**src/rtl/data_mem_arbiter.sv**
```systemverilog
// data_mem_arbiter: round-robin two-port sequencer in front of a single-port data memory
module data_mem_arbiter #(
    parameter int ADDR_W    = 32,
    parameter int DATA_W    = 32,
    parameter int MEM_BYTES = 256
) (
    input  logic              clk,
    input  logic              reset,
    input  logic              p0_req,
    input  logic              p0_we,
    input  logic [ADDR_W-1:0] p0_addr,
    input  logic [DATA_W-1:0] p0_wdata,
    output logic              p0_ack,
    output logic              p0_err,
    output logic [DATA_W-1:0] p0_rdata,
    input  logic              p1_req,
    input  logic              p1_we,
    input  logic [ADDR_W-1:0] p1_addr,
    input  logic [DATA_W-1:0] p1_wdata,
    output logic              p1_ack,
    output logic              p1_err,
    output logic [DATA_W-1:0] p1_rdata,
    output logic              mem_read,
    output logic              mem_write,
    output logic [ADDR_W-1:0] mem_addr,
    output logic [DATA_W-1:0] mem_wdata,
    input  logic [DATA_W-1:0] mem_rdata,
    output logic              busy,
    output logic              grant_id
);
    typedef enum logic [1:0] {IDLE, ACCESS, DONE} state_t;
    state_t state, state_nx;
    logic last_grant, win, any_req, we_q, oor_q;
    logic [ADDR_W-1:0] sel_addr;
    logic [DATA_W-1:0] rd_val;
    always_ff @(posedge clk) begin
        if (reset) state <= IDLE;
        else state <= state_nx;
    end
    always_comb begin
        state_nx = state;
        case (state)
            IDLE:    state_nx = any_req ? ACCESS : IDLE;
            ACCESS:  state_nx = DONE;
            default: state_nx = IDLE;
        endcase
    end
    always_comb begin
        mem_read  = !reset && state == ACCESS && !we_q && !oor_q;
        mem_write = !reset && state == ACCESS && we_q && !oor_q;
        busy      = state != IDLE;
    end
    assign any_req  = p0_req | p1_req;
    assign win      = (p0_req & p1_req) ? ~last_grant : p1_req;
    assign sel_addr = win ? p1_addr : p0_addr;
    assign rd_val   = (!we_q && !oor_q) ? mem_rdata : '0;
    always_ff @(posedge clk) begin
        if (reset) begin
            last_grant <= 1'b1;
            grant_id   <= 1'b0;
            we_q       <= 1'b0;
            oor_q      <= 1'b0;
            mem_addr   <= '0;
            mem_wdata  <= '0;
            p0_ack     <= 1'b0;
            p0_err     <= 1'b0;
            p0_rdata   <= '0;
            p1_ack     <= 1'b0;
            p1_err     <= 1'b0;
            p1_rdata   <= '0;
        end else begin
            p0_ack <= 1'b0;
            p1_ack <= 1'b0;
            if (state == IDLE && any_req) begin
                grant_id   <= win;
                last_grant <= win;
                we_q       <= win ? p1_we : p0_we;
                mem_wdata  <= win ? p1_wdata : p0_wdata;
                mem_addr   <= {sel_addr[ADDR_W-1:2], 2'b00};
                oor_q      <= sel_addr >= ADDR_W'(MEM_BYTES);
            end
            if (state == ACCESS && grant_id) begin
                p1_ack   <= 1'b1;
                p1_err   <= oor_q;
                p1_rdata <= rd_val;
            end
            if (state == ACCESS && !grant_id) begin
                p0_ack   <= 1'b1;
                p0_err   <= oor_q;
                p0_rdata <= rd_val;
            end
        end
    end
endmodule

```
**config.mk**
```make
export PLATFORM = sky130hd
export DESIGN_NAME = data_mem_arbiter
export DESIGN_NICKNAME = d
export VERILOG_FILES = /design/src/rtl/data_mem_arbiter.sv
export SDC_FILE = /design/constraint.sdc
export NUM_CORES = 1
export LEC_CHECK = 0
export BUFFER_PORTS_ARGS = -buffer_cell sky130_fd_sc_hd__buf_2
export CORE_MARGIN = 3
export CORE_UTILIZATION = 45
export DETAILED_ROUTE_END_ITERATION = 10
export GPL_TIMING_DRIVEN = 0
export PLACE_DENSITY = 0.8
export SETUP_SLACK_MARGIN = 0.5
export SKIP_LAST_GASP = 1
export SLEW_MARGIN = 20
export SYNTH_ARGS = -nofsm -noshare
export SYNTH_HDL_FRONTEND = slang
export SYNTH_SLANG_ARGS = --single-unit
```
**constraint.sdc**
```tcl
create_clock -name clk -period 3.1 [get_ports clk]
set_input_delay 0.155 -clock clk [delete_from_list [all_inputs] [get_ports clk]]
set_output_delay 0.155 -clock clk [all_outputs]
set_load 0.03 [all_outputs]
```
# ---- Yosys cells after proc, flatten, opt, wreduce, memory -nomap -nowiden
# Index checks and enable logic that the tools add are counted.
# Widths: inputs -> output; s select.
dict set report totals {
  in_bits 166
  output_inout_bits 136
  ff_bits 136
}
dict set report op_classes {
  order_cmp 1
  eq_ne 1
  n_reduce_logical 15
  bitwise_logic 3
  n_mux 9
}
# operator n
set ops {}
lappend ops {{$mux 32} 3}
lappend ops {{$ge 32x9->1 const B} 1}
lappend ops {{$logic_and 1x1->1} 9}
lappend ops {{$mux 1} 5}
lappend ops {{$logic_not 1->1} 4}
lappend ops {{$pmux 2 s2} 1}
lappend ops {{$eq 2x1->1 const B} 1}
lappend ops {{$logic_not 2->1} 1}
lappend ops {{$reduce_bool 2->1} 1}
lappend ops {{$and 1x1->1} 1}
lappend ops {{$not 1->1} 1}
lappend ops {{$or 1x1->1} 1}

# ---- Logic depth before layout (Yosys ltp)
dict set report logic_depth {
  depth_word 4
  mapped_depth 7
  depth_no_buf 4
}

# ---- Worst setup path after synthesis
# No wires, ideal clock.
dict set report synth_path {
  path_kind {register to output}
  from {register state[0]}
  to {output mem_write}
  required_time_ns 2.945
  arrival_time_ns 1.438
  stages_incl_launch_ff 4
  slack_ns 1.507
  cell_sequence {dfxtp_1 > nor2b_1 > nand2b_1 > nor3b_1}
}
dict set report synth_between {
  elab_chain_len 4
}
# element line_no
set synth_rtl {}
lappend synth_rtl {{from (decl)} 32} ;# state_t state, state_nx;
lappend synth_rtl {{from (signal assigned)} 38} ;# else state <= state_nx;
lappend synth_rtl {{$eq 2x1->1} 50} ;# mem_write = !reset && state == ACCESS && we_q && !oor_q;
lappend synth_rtl {{$logic_and 1x1->1 (3 in a row)} 50}
lappend synth_rtl {{to (decl)} 24} ;# output logic mem_write,
# Every way passes these cells.

# ---- Worst setup path after layout
# Same ends and word-level chain as after synthesis.

==> metrics.txt <==
CTS max path bufs=2; diode count=0; WP buf/inv=1; pwr/cell area=625.5 nW/um^2; Filler cells=1041; Final Skew=0.006661 ns; Die ar.=13940 sq um; synth warn=0; routed length per instance=16.66 um; area of the multi-input gates=2590 sq um; post-synthesis sequential area ratio=48.17%; Min-Delay Endpoint=p1_rdata[7]; first-pass GRT wire length=between 30000 and 40000 um; vias in the first global route=6001; DR iter-0 viols=490; number of H-tree levels=4; Storage cell area=2723 sq um; antenna-violating nets left=0; Synth-to-Final Area Change=45.12%; Worst setup EP type=output pin; final core utilization=67.44%; VDD IR-drop max=between 0.3 and 0.4 mV; Top delay family on crit path=simple AND/OR/NAND/NOR gates; commonest non-fill, non-tap cell in the layout=buf_2; FF-to-FF path depth=4; actual slew at the worst max-slew pin=0.7029 ns; nets@finish=1131; antenna violations before repair=0; Final period util=57.82%; #FFs+latches synth=136; final setup vio count=0; arrival time worst endpoint=1.64 ns; Setup TNS=0 ns; Post-DP HPWL=14100 um; Max Cap Violations=0; f_max=557.9 MHz; Final min period=1.792 ns; capturing point of the worst reg2reg path=p1_rdata[17]; synthesized area=5652 sq um; worst path cell trace=nor2b_1, nand2b_1, nor3b_1, buf_2; Unique masters post-synth=30; reg2reg start=oor_q; clock-pin slew on the worst setup and hold paths=0.06 ns; root buffer cell=clkbuf_16; clk sink count=136; most frequent cells in the layout=buf_2 (311), dfxtp_1 (136), nand2_1 (70), nor2_1 (68), a21oi_1 (67); endpoints failing hold=0; Chip Height=~120 um; I/O Buffers=between 200 and 300; worst hold path class=in -> reg; via/cell ratio=5.321; I/O Pins=between 300 and 400; Synth Instances=627; CTS tree=built; Die X=around 120 um; nature of the critical path startpoint=flip-flop; critical path class=reg -> out; Largest stage delay, worst path=0.35 ns; detailed-route DRC error count=0; largest net degree at the start of global routing=17; worst skew pair latency=0.42 ns; total CTS buffers=17; Leak=3.752 nW; crit path max fanout=4; status=finished clean; share of layout cells above drive strength 1=38.55%; Crit-path slowest cell=dfxtp_1; total track usage=between 20% and 30%; syn_area_per_cell=9.014 sq um; relative slew slack=53.14%; R2R Setup Slk=1.41 ns; DR pass1 iterations=5; startpoint of the worst hold path=mem_rdata[7]; drt total wl=19090 um; via count=6098; Starting Density=a little under half; Slew Viols, Final=0; gpl congestion=roughly 0.97; RSZ-0062 raised after global routing=no; global route overflow=0; Post-CTS Resized=0; CORE AREA=12160 sq um; Hold Path Depth=3; Rows=40; critical path required time=2.94 ns
sequential cells by signal, summed over array words and instances (netlist names), 2 cells and up:
name       flops
p1_rdata      32
p0_rdata      32
mem_wdata     32
state          2
mem_addr      30
area by class of cell:
type | instances | share of cell area, %
Tap cell | 168 | 2.563
Timing Repair Buffer | 318 | 20.87
Multi-Input combinational cell | 431 | 31.58
Inverter | 2 | 0.09153
Clock buffer | 22 | 5.904
Sequential cell | 136 | 33.20
Clock inverter | 10 | 1.709
Buffer | 59 | 4.088
worst reg2reg max path, delay by kind of cell (launching register included):
family / cells / cell delay [ns]
compound gates: 1 / 0.22
buf+inv: 1 / 0.41
flops: 1 / 0.39
simple gates: 2 / 0.60
synthesized netlist by cell type:
cell type | count | area (sq um)
dfxtp_1 | 136 | 2723
nand2_1 | 70 | 262.8
nor2_1 | 68 | 255.2
a21oi_1 | 67 | 335.3
nand3_1 | 65 | 325.3
mux2i_1 | 63 | 630.6
a211oi_1 | 47 | 352.8
clkbuf_1 | 25 | 93.84
a211oi_2 | 17 | 212.7
buf_2 | 17 | 85.08
buf_4 | 13 | 97.59
nor4_1 | 12 | 75.07
nand2b_1 | 3 | 18.77
and2_1 | 2 | 12.51
buf_12 | 2 | 40.04
inv_1 | 2 | 7.510
nand4_1 | 2 | 12.51
nor2_2 | 2 | 12.51
nor2b_1 | 2 | 12.51
o21ai_0 | 2 | 10.01
a21boi_1 | 1 | 7.510
a221o_1 | 1 | 10.01
a22oi_1 | 1 | 7.510
buf_1 | 1 | 3.750
buf_8 | 1 | 15.01
conb_1 | 1 | 3.750
nand4b_1 | 1 | 8.760
nor3_1 | 1 | 5.000
nor3b_1 | 1 | 7.510
o21a_1 | 1 | 7.510
metrics by stage:
| stage | power, mW | area (sq um) | cells | setup WS (ns) | hold WS (ns) |
|---|---|---|---|---|---|
| 2_1_floorplan | 2.652 | 5655 | 628 | 1.507 | 0.3025 |
| 3_3_place_gp | 3.010 | 7337 | 1090 | 1.304 | 0.4212 |
| 3_5_place_dp | 3.023 | 7337 | 1090 | 1.293 | 0.4251 |
| 4_1_cts | 5.146 | 8202 | 1146 | 1.284 | 0.0001059 |
| 5_1_grt | 5.333 | 8202 | 1146 | 1.189 | 0.003582 |
| 6_report | 5.130 | 8202 | 1146 | 1.308 | 0.01651 |
worst max-delay path by stage:
stage | start | to | slack (ns) | cells after the start
3_5_place_dp | reset | p1_rdata[2] | 1.29 | 4
5_1_grt | state[0] | mem_write | 1.19 | 4
6_report | state[0] | mem_write | 1.31 | 4
2_1_floorplan | state[0] | mem_write | 1.51 | 3
4_1_cts | state[0] | mem_write | 1.28 | 4
3_3_place_gp | reset | p1_rdata[1] | 1.30 | 4
where the power goes:
part	internal, mW	switching (mW)
clock network	1.35	0.756
registers	1.88	0.0701
logic	0.375	0.698
total	3.61	1.52
logic make-up after synthesis:
| logic type | count (synthesis) | synth area share [%] |
|---|---|---|
| other | 1 | 0.06635 |
| multiplexers | 63 | 11.16 |
| flip-flops | 136 | 48.17 |
| AND/OR/NAND/NOR | 229 | 17.84 |
| buffers and inverters | 61 | 6.066 |
| AO/OA/AOI/OAI | 137 | 16.69 |
timing repair:
| item | 4_1_cts | 5_1_grt |
|---|---|---|
| setup buffers | 0 | 0 |
| hold endpoints to repair | 34 | 0 |
| endpoints found under the setup margin | 0 | 0 |
| hold buffers | 24 | 0 |
metal layers:
metal	vias up	share of wire, %	track usage, %
met5	-	0	0
met4	0	4.7	15.31
met3	69	6.9	6.535
met2	323	49	44.16
met1	2806	40	31.97
li1	2900	-	-
No activity file was read; power rests on OpenSTA's default activity.
